### src/rtl/mode_input_conditioner.sv
// mode_input_conditioner
// Cleans up raw slide-switch / push-button inputs for the firmware input port.
// Each bit passes through its own synchronizer, a counter-based debouncer that
// only accepts a new level after it has been seen for DEBOUNCE_CYCLES
// consecutive sampled cycles, a registered edge detector, and a sticky event
// flag that firmware polls and clears. Bits are completely independent.
module mode_input_conditioner #(
    parameter int WIDTH           = 2,
    parameter int SYNC_STAGES     = 2,      // legal range 2..4
    parameter int DEBOUNCE_CYCLES = 500000  // minimum 2
) (
    input  logic             clk,
    input  logic             reset,
    input  logic [WIDTH-1:0] raw_in,
    output logic [WIDTH-1:0] level_out,
    output logic [WIDTH-1:0] rise_pulse,
    output logic [WIDTH-1:0] fall_pulse,
    output logic [WIDTH-1:0] event_sticky,
    input  logic [WIDTH-1:0] event_clear
);

    localparam int CNT_W = $clog2(DEBOUNCE_CYCLES);
    // Value the counter holds on the edge a change is accepted.
    localparam logic [CNT_W-1:0] CNT_LAST = CNT_W'(DEBOUNCE_CYCLES - 1);

    typedef enum logic {
        ST_STABLE   = 1'b0,
        ST_CHECKING = 1'b1
    } state_e;

    for (genvar i = 0; i < WIDTH; i++) begin : g_bit
        logic [SYNC_STAGES-1:0] sync_q;
        logic                   sync_bit;
        state_e                 state_q;
        logic [CNT_W-1:0]       cnt_q;
        logic                   level_q;
        logic                   rise_q;
        logic                   fall_q;
        logic                   sticky_q;
        logic                   sticky_d;

        // Shift the asynchronous input through the synchronizer chain.
        always_ff @(posedge clk) begin
            // NOTE: every sequential register uses <= so all flops sample the
            // pre-edge values, exactly like the hardware they describe.
            if (reset) begin
                sync_q <= '0;
            end else begin
                sync_q <= {sync_q[SYNC_STAGES-2:0], raw_in[i]};
            end
        end

        assign sync_bit = sync_q[SYNC_STAGES-1];

        // Debounce FSM: accept a new level only after an unbroken run of
        // mismatching samples; any return to the current level restarts it.
        always_ff @(posedge clk) begin
            if (reset) begin
                state_q <= ST_STABLE;
                cnt_q   <= '0;
                level_q <= 1'b0;
                rise_q  <= 1'b0;
                fall_q  <= 1'b0;
            end else begin
                rise_q <= 1'b0;
                fall_q <= 1'b0;
                unique case (state_q)
                    ST_STABLE: begin
                        if (sync_bit != level_q) begin
                            state_q <= ST_CHECKING;
                            cnt_q   <= cnt_q + CNT_W'(1);
                        end else begin
                            cnt_q <= '0;
                        end
                    end
                    ST_CHECKING: begin
                        if (sync_bit == level_q) begin
                            // Bounce back before acceptance: no partial credit.
                            state_q <= ST_STABLE;
                            cnt_q   <= '0;
                        end else if (cnt_q == CNT_LAST) begin
                            state_q <= ST_STABLE;
                            cnt_q   <= '0;
                            level_q <= sync_bit;
                            rise_q  <= sync_bit;
                            fall_q  <= ~sync_bit;
                        end else begin
                            cnt_q <= cnt_q + CNT_W'(1);
                        end
                    end
                    default: begin
                        state_q <= ST_STABLE;
                        cnt_q   <= '0;
                    end
                endcase
            end
        end

        // Set beats clear, so an edge landing on a clear strobe is never lost.
        always_comb begin
            sticky_d = (sticky_q & ~event_clear[i]) | rise_q | fall_q;
        end

        // Hold the sticky event flag until firmware clears it.
        always_ff @(posedge clk) begin
            if (reset) begin
                sticky_q <= 1'b0;
            end else begin
                sticky_q <= sticky_d;
            end
        end

        assign level_out[i]    = level_q;
        assign rise_pulse[i]   = rise_q;
        assign fall_pulse[i]   = fall_q;
        assign event_sticky[i] = sticky_q;
    end

endmodule

### config.mk
export PLATFORM = sky130hd
export DESIGN_NAME = mode_input_conditioner
export DESIGN_NICKNAME = d
export VERILOG_FILES = /design/src/rtl/mode_input_conditioner.sv
export SDC_FILE = /design/constraint.sdc
export NUM_CORES = 1
export LEC_CHECK = 0
export ABC_AREA = 0
export ABC_CLOCK_PERIOD_IN_PS = 3100
export BUFFER_PORTS_ARGS = -buffer_cell sky130_fd_sc_hd__clkbuf_2
export CORE_ASPECT_RATIO = 1.4
export CORE_MARGIN = 2
export CORE_UTILIZATION = 55
export DETAILED_ROUTE_END_ITERATION = 8
export GPL_TIMING_DRIVEN = 0
export PLACE_DENSITY = 0.83
export SKIP_LAST_GASP = 1
export SLEW_MARGIN = 0
export SYNTH_ARGS = -nofsm -noshare
export SYNTH_HDL_FRONTEND = slang
export SYNTH_SLANG_ARGS = --single-unit
### constraint.sdc
create_clock -name clk -period 3.1 [get_ports clk]
set_input_delay 0.155 -clock clk [delete_from_list [all_inputs] [get_ports clk]]
set_output_delay 0.155 -clock clk [all_outputs]
set_load 0.03 [all_outputs]
==> results.py, run 1 <==
metrics = {
    "critical_path": {
        "worstSetupStartpointType": "register",
        "critical_path_class": "register to register",
        "endpoint_kind": "register",
        "critPathMaxStageDelay_ns": 0.62,
        "path_buf_inv": 0,
        "worstPathMaxFanout": 6,
        "cp_top_family": "simple AND/OR/NAND/NOR gates",
        "critPathRequiredTime_ns": 3.35,
        "cp_slowest_cell": "or4_4",
        "path_cells": "ha_1 -> nand4_2 -> or4_4 -> or4_1 -> a21oi_1",
        "crit_arrival_ns": 2.32,
    },
    "logic_synthesis": {
        "syn_avg_cell_area_um2": 9.03,
        "synthArstFlopShare_pct": 0,
        "synth_area_leaders": "dfxtp_1 (46%), nor2_1 (5.1%), xnor2_1 (5.0%), xor2_1 (5.0%), nand3_1 (3.5%)",
        "synth-seq-cells": 52,
        "synth_fp_nets": 260,
        "synth_common_cells": "dfxtp_1 (52), nor2_1 (31), nand3_1 (16)",
        "yosysWarnings": 0,
        "syn_area_mm2": 0.00228,
        "yosys.area.top_type": "dfxtp_1",
        "yosys.area.top_type_share_pct": 45.7,
        "synth_enable_flop_cells": 0,
        "syn_inst": 252,
        "synth_seq_area_share_pct": 45.7,
        "synth.most_common_cell": "dfxtp_1",
        "synth_cell_types": 37,
        "synth_ff_type": "dfxtp_1",
    },
    "cts": {
        "clkTransAtPathRegs_ns": 0.10,
        "htreeDepth": 2,
        "clkSinkCount": 52,
        "cts_tree": "yes",
        "cts_max_path_buffers": 2,
        "cts_resized": 0,
        "insertion_delay_ns": 0.31,
        "cts_hold_buf": 0,
        "cts_buffers": 5,
        "cts-root-buf": "clkbuf_8",
        "post_cts_buffers": 0,
    },
    "route": {
        "avgViaCountPerCell": 5.66,
        "drc": 0,
        "wl_per_cell_um": 13.3,
        "detail-route-antenna-nets": 0,
        "dr.pass1.iters": 4,
        "drt_iter0_drc": 95,
        "routed_wl_um": 4210,
        "num_vias": 1789,
    },
    "grt": {
        "overflow": 0,
        "grt_pass1_vias": 1715,
        "grtUsageTotal_pct": 19.6,
        "grt_pass1_wl_um": 7070,
        "grt_max_degree": 17,
        "antenna_found_initial": 0,
    },
    "pwr": {
        "ir_drop_uv": 482,
        "internal_power_w": 0.000840,
        "switching_share_pct": 21.8,
        "p_per_area_mw_per_mm2": 432,
        "clkPwrFrac_pct": 35.7,
        "seqPwrFrac_pct": 62.7,
        "p_leak_nw": 0.816,
        "comb_power_share_pct": 1.5,
        "p_switching_w": 0.000234,
    },
    "final_layout": {
        "syn_to_final_growth_pct": 9.13,
        "antenna_cells": 0,
        "layoutNonFillerInstCount": 316,
        "fin_area_mm2": 0.00248,
        "drive_gt1_share_pct": 13.6,
        "fin_nets": 280,
    },
    "worst_hold_path": {
        "hold_class": "input pin to register",
    },
    "sta": {
        "max_freq_mhz": 482,
        "setup_viol": 0,
        "setup_tns_ns": 0,
        "finClkSkew_ns": 0.0113,
        "hold_viol": 0,
        "tightest_slew_ns": 0.407,
        "rsz0062_at_grt": "no",
        "slew_headroom_pct": 72.9,
        "timing.final.crit_period_ns": 2.07,
        "period_share_pct": 66.9,
        "slew_viol_final": 0,
    },
    "die": {
        "die-area_mm2": 0.00468,
        "boundaryPins": 14,
        "initial_core_util_pct": 57.6,
        "core.rowCount": 27,
        "die_y_um": 80.1,
        "core_area_mm2": 0.00395,
        "die_w_um": 58.4,
    },
    "placed_design": {
        "placed_cells": 308,
        "dpl_cell_area_mm2": 0.00239,
        "place_hpwl_um": 3070,
        "place.gp.congestion": 0.851,
        "portBuffers": 13,
    },
    "job": {
        "drv_cap": 0,
    },
    "run_status": {
        "outcome": "completed",
    },
}
==> metal layers <==
layer | routed length, um | global-route usage, % | vias up
li1 | - | - | 927
met1 | 1680 | 20.3 | 831
met2 | 2340 | 37.3 | 25
met3 | 125 | 4.83 | 6
met4 | 67 | 6.51 | 0
met5 | 0 | 0 | -
==> placed cells by master, fill, tap and decap left out, types with 2 or more instances in the layout <==
master    Yosys  layout
clkbuf_8      0       5
nor4_1        6       6
a21oi_1      13      13
or4_4         2       2
o21ai_0       6       6
nand2b_1      5       5
buf_4         8       8
xnor2_1      13      13
nor4b_1       3       3
dfxtp_1      52      52
nand3_1      16      16
or3_1         6       6
inv_1         4       4
nor2b_1       4       4
o31ai_1       5       5
or4_1         6       6
and2_1        3       3
clkbuf_1      2       3
clkbuf_2      1      14
nand4_1      11      11
and4_1        6       6
nand2_1      14      14
nor3_1        6       6
ha_1          2       2
buf_2         2       2
a21o_1        2       2
xor2_1       13      13
nor2_1       31      31
==> final timing paths <==
kind / startpoint / cells past startpoint / slack [ns] / endpoint
worst min register to register: g_bit[1].sync_q[0]$_SDFF_PP0_ / 1 / 0.45 / g_bit[1].sync_q[1]$_SDFF_PP0_
worst max register to register: g_bit[1].cnt_q[0]$_SDFF_PP0_ / 5 / 1.03 / g_bit[1].cnt_q[18]$_SDFF_PP0_
worst min-delay path: reset / 2 / 0.06 / g_bit[0].sync_q[0]$_SDFF_PP0_
worst max-delay path: g_bit[1].cnt_q[0]$_SDFF_PP0_ / 5 / 1.03 / g_bit[1].cnt_q[18]$_SDFF_PP0_
==> cell families after synthesis <==
logic type	share of synthesized area (%)
AND/OR/NAND/NOR	30.7
flip-flops	45.7
AO/OA/AOI/OAI	7.31
XOR/XNOR	10.0
buffers and inverters	5.11
adder cells (fa/ha/maj)	1.10
==> sequential cells by signal, indices dropped and copies added (netlist names) <==
signal / count
g_bit.cnt_q: 38
g_bit.fall_q: 2
g_bit.level_q: 2
g_bit.rise_q: 2
g_bit.state_q: 2
g_bit.sticky_q: 2
g_bit.sync_q: 4
==> worst reg2reg max path, stage by stage (launching register included) <==
cell     delay, ns
dfxtp_1       0.38
ha_1          0.25
nand4_2       0.21
or4_4         0.62
or4_1         0.41
a21oi_1       0.15
==> stage by stage <==
| stage | utilization [%] | power, W | hold slack (ns) | setup slack [ns] |
|---|---|---|---|---|
| 2_1_floorplan | - | 0.000699 | 0.227 | 1.17 |
| 3_3_place_gp | 60.6 | 0.000706 | 0.368 | 1.04 |
| 3_5_place_dp | 60.6 | 0.000706 | 0.387 | 1.02 |
| 4_1_cts | 62.8 | 0.00109 | 0.0537 | 1.00 |
| 5_1_grt | 62.8 | 0.00112 | 0.0614 | 0.867 |
| 6_report | 62.8 | 0.00107 | 0.0622 | 1.03 |
==> cell type report <==
| cell class | instances | area [um2] |
|---|---|---|
| fillers | 328 | 1470 |
| clock buffers | 6 | 72.6 |
| well taps | 43 | 53.8 |
| clock inverters | 2 | 16.3 |
| inverters | 5 | 18.8 |
| repair buffers | 13 | 65.1 |
| multi-input cells | 180 | 1120 |
| plain buffers | 15 | 97.6 |
| flip-flops and latches | 52 | 1040 |
==> power groups by stage <==
stage / clock network [W] / registers (W) / logic, W
after floorplan: 0 / 0.000689 / 0.0000107
after global placement: 0 / 0.000689 / 0.0000166
after detailed placement: 0 / 0.000689 / 0.0000169
after CTS: 0.000397 / 0.000674 / 0.0000169
after global routing: 0.000422 / 0.000674 / 0.0000187
final: 0.000384 / 0.000674 / 0.0000165
(Power assumes the default switching activity.)
==> run 2, diff against run 1 <==
--- a/config.mk
+++ b/config.mk
@@ -6,14 +6,14 @@
 export NUM_CORES = 1
 export LEC_CHECK = 0
 export ABC_AREA = 0
-export ABC_CLOCK_PERIOD_IN_PS = 3100
+export ABC_CLOCK_PERIOD_IN_PS = 1700
 export BUFFER_PORTS_ARGS = -buffer_cell sky130_fd_sc_hd__clkbuf_2
 export CORE_ASPECT_RATIO = 1.4
 export CORE_MARGIN = 2
-export CORE_UTILIZATION = 55
+export CORE_UTILIZATION = 53
 export DETAILED_ROUTE_END_ITERATION = 8
 export GPL_TIMING_DRIVEN = 0
-export PLACE_DENSITY = 0.83
+export PLACE_DENSITY = 0.84
 export SKIP_LAST_GASP = 1
 export SLEW_MARGIN = 0
 export SYNTH_ARGS = -nofsm -noshare
==> constraint.sdc (replaced) <==
create_clock -name clk -period 1.7 [get_ports clk]
set_input_delay 0.085 -clock clk [delete_from_list [all_inputs] [get_ports clk]]
set_output_delay 0.085 -clock clk [all_outputs]
set_load 0.03 [all_outputs]
==> run 2 against run 1 <==
  * The run now ends with negative setup slack left
  * Combinational power grew to 2.6 times the previous value
  * Core utilization up 4.3 points
  * Routed wire length grew 16%
  * Largest power group unchanged
  * Largest cell class unchanged
  * Hold slack got worse by 0.036 ns
  * Sequential cell count unchanged
  * Non-clock buffer count increased by 16
  * Sequential power increased by 81%
==> results.py, run 2 (synthesis gave the netlist of run 1 again) <==
metrics = {
    "final_layout": {
        "syn_to_final_growth_pct": 22.9,
        "fin_nets": 296,
        "mostFrequentLayoutCells": "dfxtp_1 (29), nor2_1 (27), buf_4 (22)",
        "largest_reg_flops": 38,
        "fin_area_mm2": 0.00280,
        "final_common_cell": "dfxtp_1",
        "antenna_cells": 0,
        "drive_gt1_share_pct": 32.5,
        "multi_input_area_mm2": 0.00121,
        "top_register": "g_bit.cnt_q",
        "reg_top3": "g_bit.cnt_q x38, g_bit.sync_q x4",
        "fillCellCount": 301,
        "regArea_mm2": 0.00109,
    },
    "sta": {
        "setup_viol": 21,
        "slew_headroom_pct": 67.5,
        "setup_tns_ns": -3.40,
        "tightest_slew_ns": 0.487,
        "max_freq_mhz": 528,
        "setup_ws_ns": -0.195,
        "rsz0062_at_grt": "yes",
        "hold_viol": 0,
        "slew_viol_final": 0,
        "hold_slack_ns": 0.0259,
        "finClkSkew_ns": 0.00886,
        "period_share_pct": 111,
        "timing.final.crit_period_ns": 1.89,
    },
    "cts": {
        "cts-root-buf": "clkbuf_8",
        "cts_max_path_buffers": 2,
        "cts_buffers": 5,
        "clkTransAtPathRegs_ns": 0.09,
        "cts_tree": "yes",
        "insertion_delay_ns": 0.31,
        "htreeDepth": 2,
        "clkSinkCount": 52,
    },
    "route": {
        "num_vias": 1911,
        "avgViaCountPerCell": 5.72,
        "wl_per_cell_um": 14.6,
        "drt_iter0_drc": 64,
        "dr.pass1.iters": 5,
        "detail-route-antenna-nets": 0,
        "drc": 0,
        "routed_wl_um": 4880,
    },
    "die": {
        "core.rowCount": 28,
        "die_y_um": 81.5,
        "boundaryPins": 14,
        "initial_core_util_pct": 54.6,
        "die_w_um": 59.4,
        "die-area_mm2": 0.00484,
        "core_area_mm2": 0.00417,
    },
    "pwr": {
        "power_w": 0.00211,
        "p_per_area_mw_per_mm2": 755,
        "p_leak_nw": 0.949,
        "ir_drop_uv": 713,
    },
    "placed_design": {
        "dpl_cell_area_mm2": 0.00242,
        "portBuffers": 13,
        "place.gp.congestion": 0.889,
        "place_hpwl_um": 3120,
        "pre_cts_ws_ns": -0.316,
    },
    "critical_path": {
        "worstRegToRegCells": 5,
        "worstPathMaxFanout": 5,
        "worstSetupStartpointType": "register",
        "worstSetupEndpoint": "g_bit[1].cnt_q[11]$_SDFF_PP0_",
        "reg2reg_to": "g_bit[1].cnt_q[11]$_SDFF_PP0_",
        "critical_path_class": "register to register",
        "crit_arrival_ns": 2.10,
        "r2r_start": "g_bit[1].cnt_q[11]$_SDFF_PP0_",
        "critPathRequiredTime_ns": 1.90,
        "rrSetupSlack_ns": -0.19,
        "critPathLaunch": "g_bit[1].cnt_q[11]$_SDFF_PP0_",
        "endpoint_kind": "register",
    },
    "grt": {
        "antenna_found_initial": 0,
        "grt_max_degree": 17,
        "overflow": 0,
        "grtUsageTotal_pct": 20.8,
        "grt_pass1_vias": 1732,
        "grt_pass1_wl_um": 7660,
    },
    "run_status": {
        "outcome": "finished with violations",
        "violations": "negative setup slack",
    },
    "job": {
        "drv_cap": 0,
    },
    "worst_hold_path": {
        "hold_class": "input pin to register",
    },
}
## run 2: changes by cell type in the layout (fill, tap and decap cells not counted), sizes merged
cell	change
inv	+1
clkbuf	-2
clkinv	-1
buf	+15
clkinvlp	-1
dlygate4sd3	+3
bufinv	+1
## run 2: critical path, stage by stage (launching register included)
cell and delay, ns:
dfxtp_4 0.35, or4_4 0.52, or4_4 0.51, o21bai_4 0.21
buf_6 0.16, nor2_2 0.04
## run 2: report_power, final
part	switching (W)	total (W)	internal (W)
clock network	0.000408	0.000853	0.000445
logic	0.0000208	0.0000433	0.0000224
registers	0.00000439	0.00122	0.00121
## run 2: layout make-up
type                            instances  area share [%]
Multi-Input combinational cell        180            43.2
Sequential cell                        52            38.9
Timing Repair Buffer                   31            7.69
Buffer                                 13            3.53
Clock buffer                            6            2.59
Tap cell                               45            2.01
Clock inverter                          2            1.39
Inverter                                5           0.671
## run 2: worst min-delay path by stage
stage | startpoint | to | slack, ns | cells after the start
final | event_clear[0] | g_bit[0].sticky_q$_SDFF_PP0_ | 0.03 | 3
after global routing | event_clear[1] | g_bit[1].sticky_q$_SDFF_PP0_ | 0.02 | 3
after CTS | event_clear[1] | g_bit[1].sticky_q$_SDFF_PP0_ | 0.02 | 3
after detailed placement | raw_in[0] | g_bit[0].sync_q[0]$_SDFF_PP0_ | 0.31 | 2
after global placement | reset | g_bit[0].sync_q[0]$_SDFF_PP0_ | 0.31 | 2
after floorplan | reset | g_bit[0].sync_q[0]$_SDFF_PP0_ | 0.16 | 1
## run 2: metal layers
layer	wire length (um)	up-vias	part of all wire, %	global-route usage [%]
li1	-	962	-	-
met1	1980	902	41	23.3
met2	2650	34	54	36.2
met3	140	13	2.9	5.04
met4	104	0	2.1	9.55
met5	0	-	0	0
## run 2: metrics by stage
stage	utilization, %	cells
3_5_place_dp	58.1	310
6_report	67.1	334
3_3_place_gp	58.1	310
2_1_floorplan	-	252
5_1_grt	67.1	334
4_1_cts	64.1	327
## run 2: repair_timing
item	in CTS	in global routing
cloned	1	0
hold endpoints to repair	2	0
pin swaps	16	10
hold buffers	3	0
setup buffers	7	7
gates resized for setup	24	29
endpoints found under the setup margin	34	35
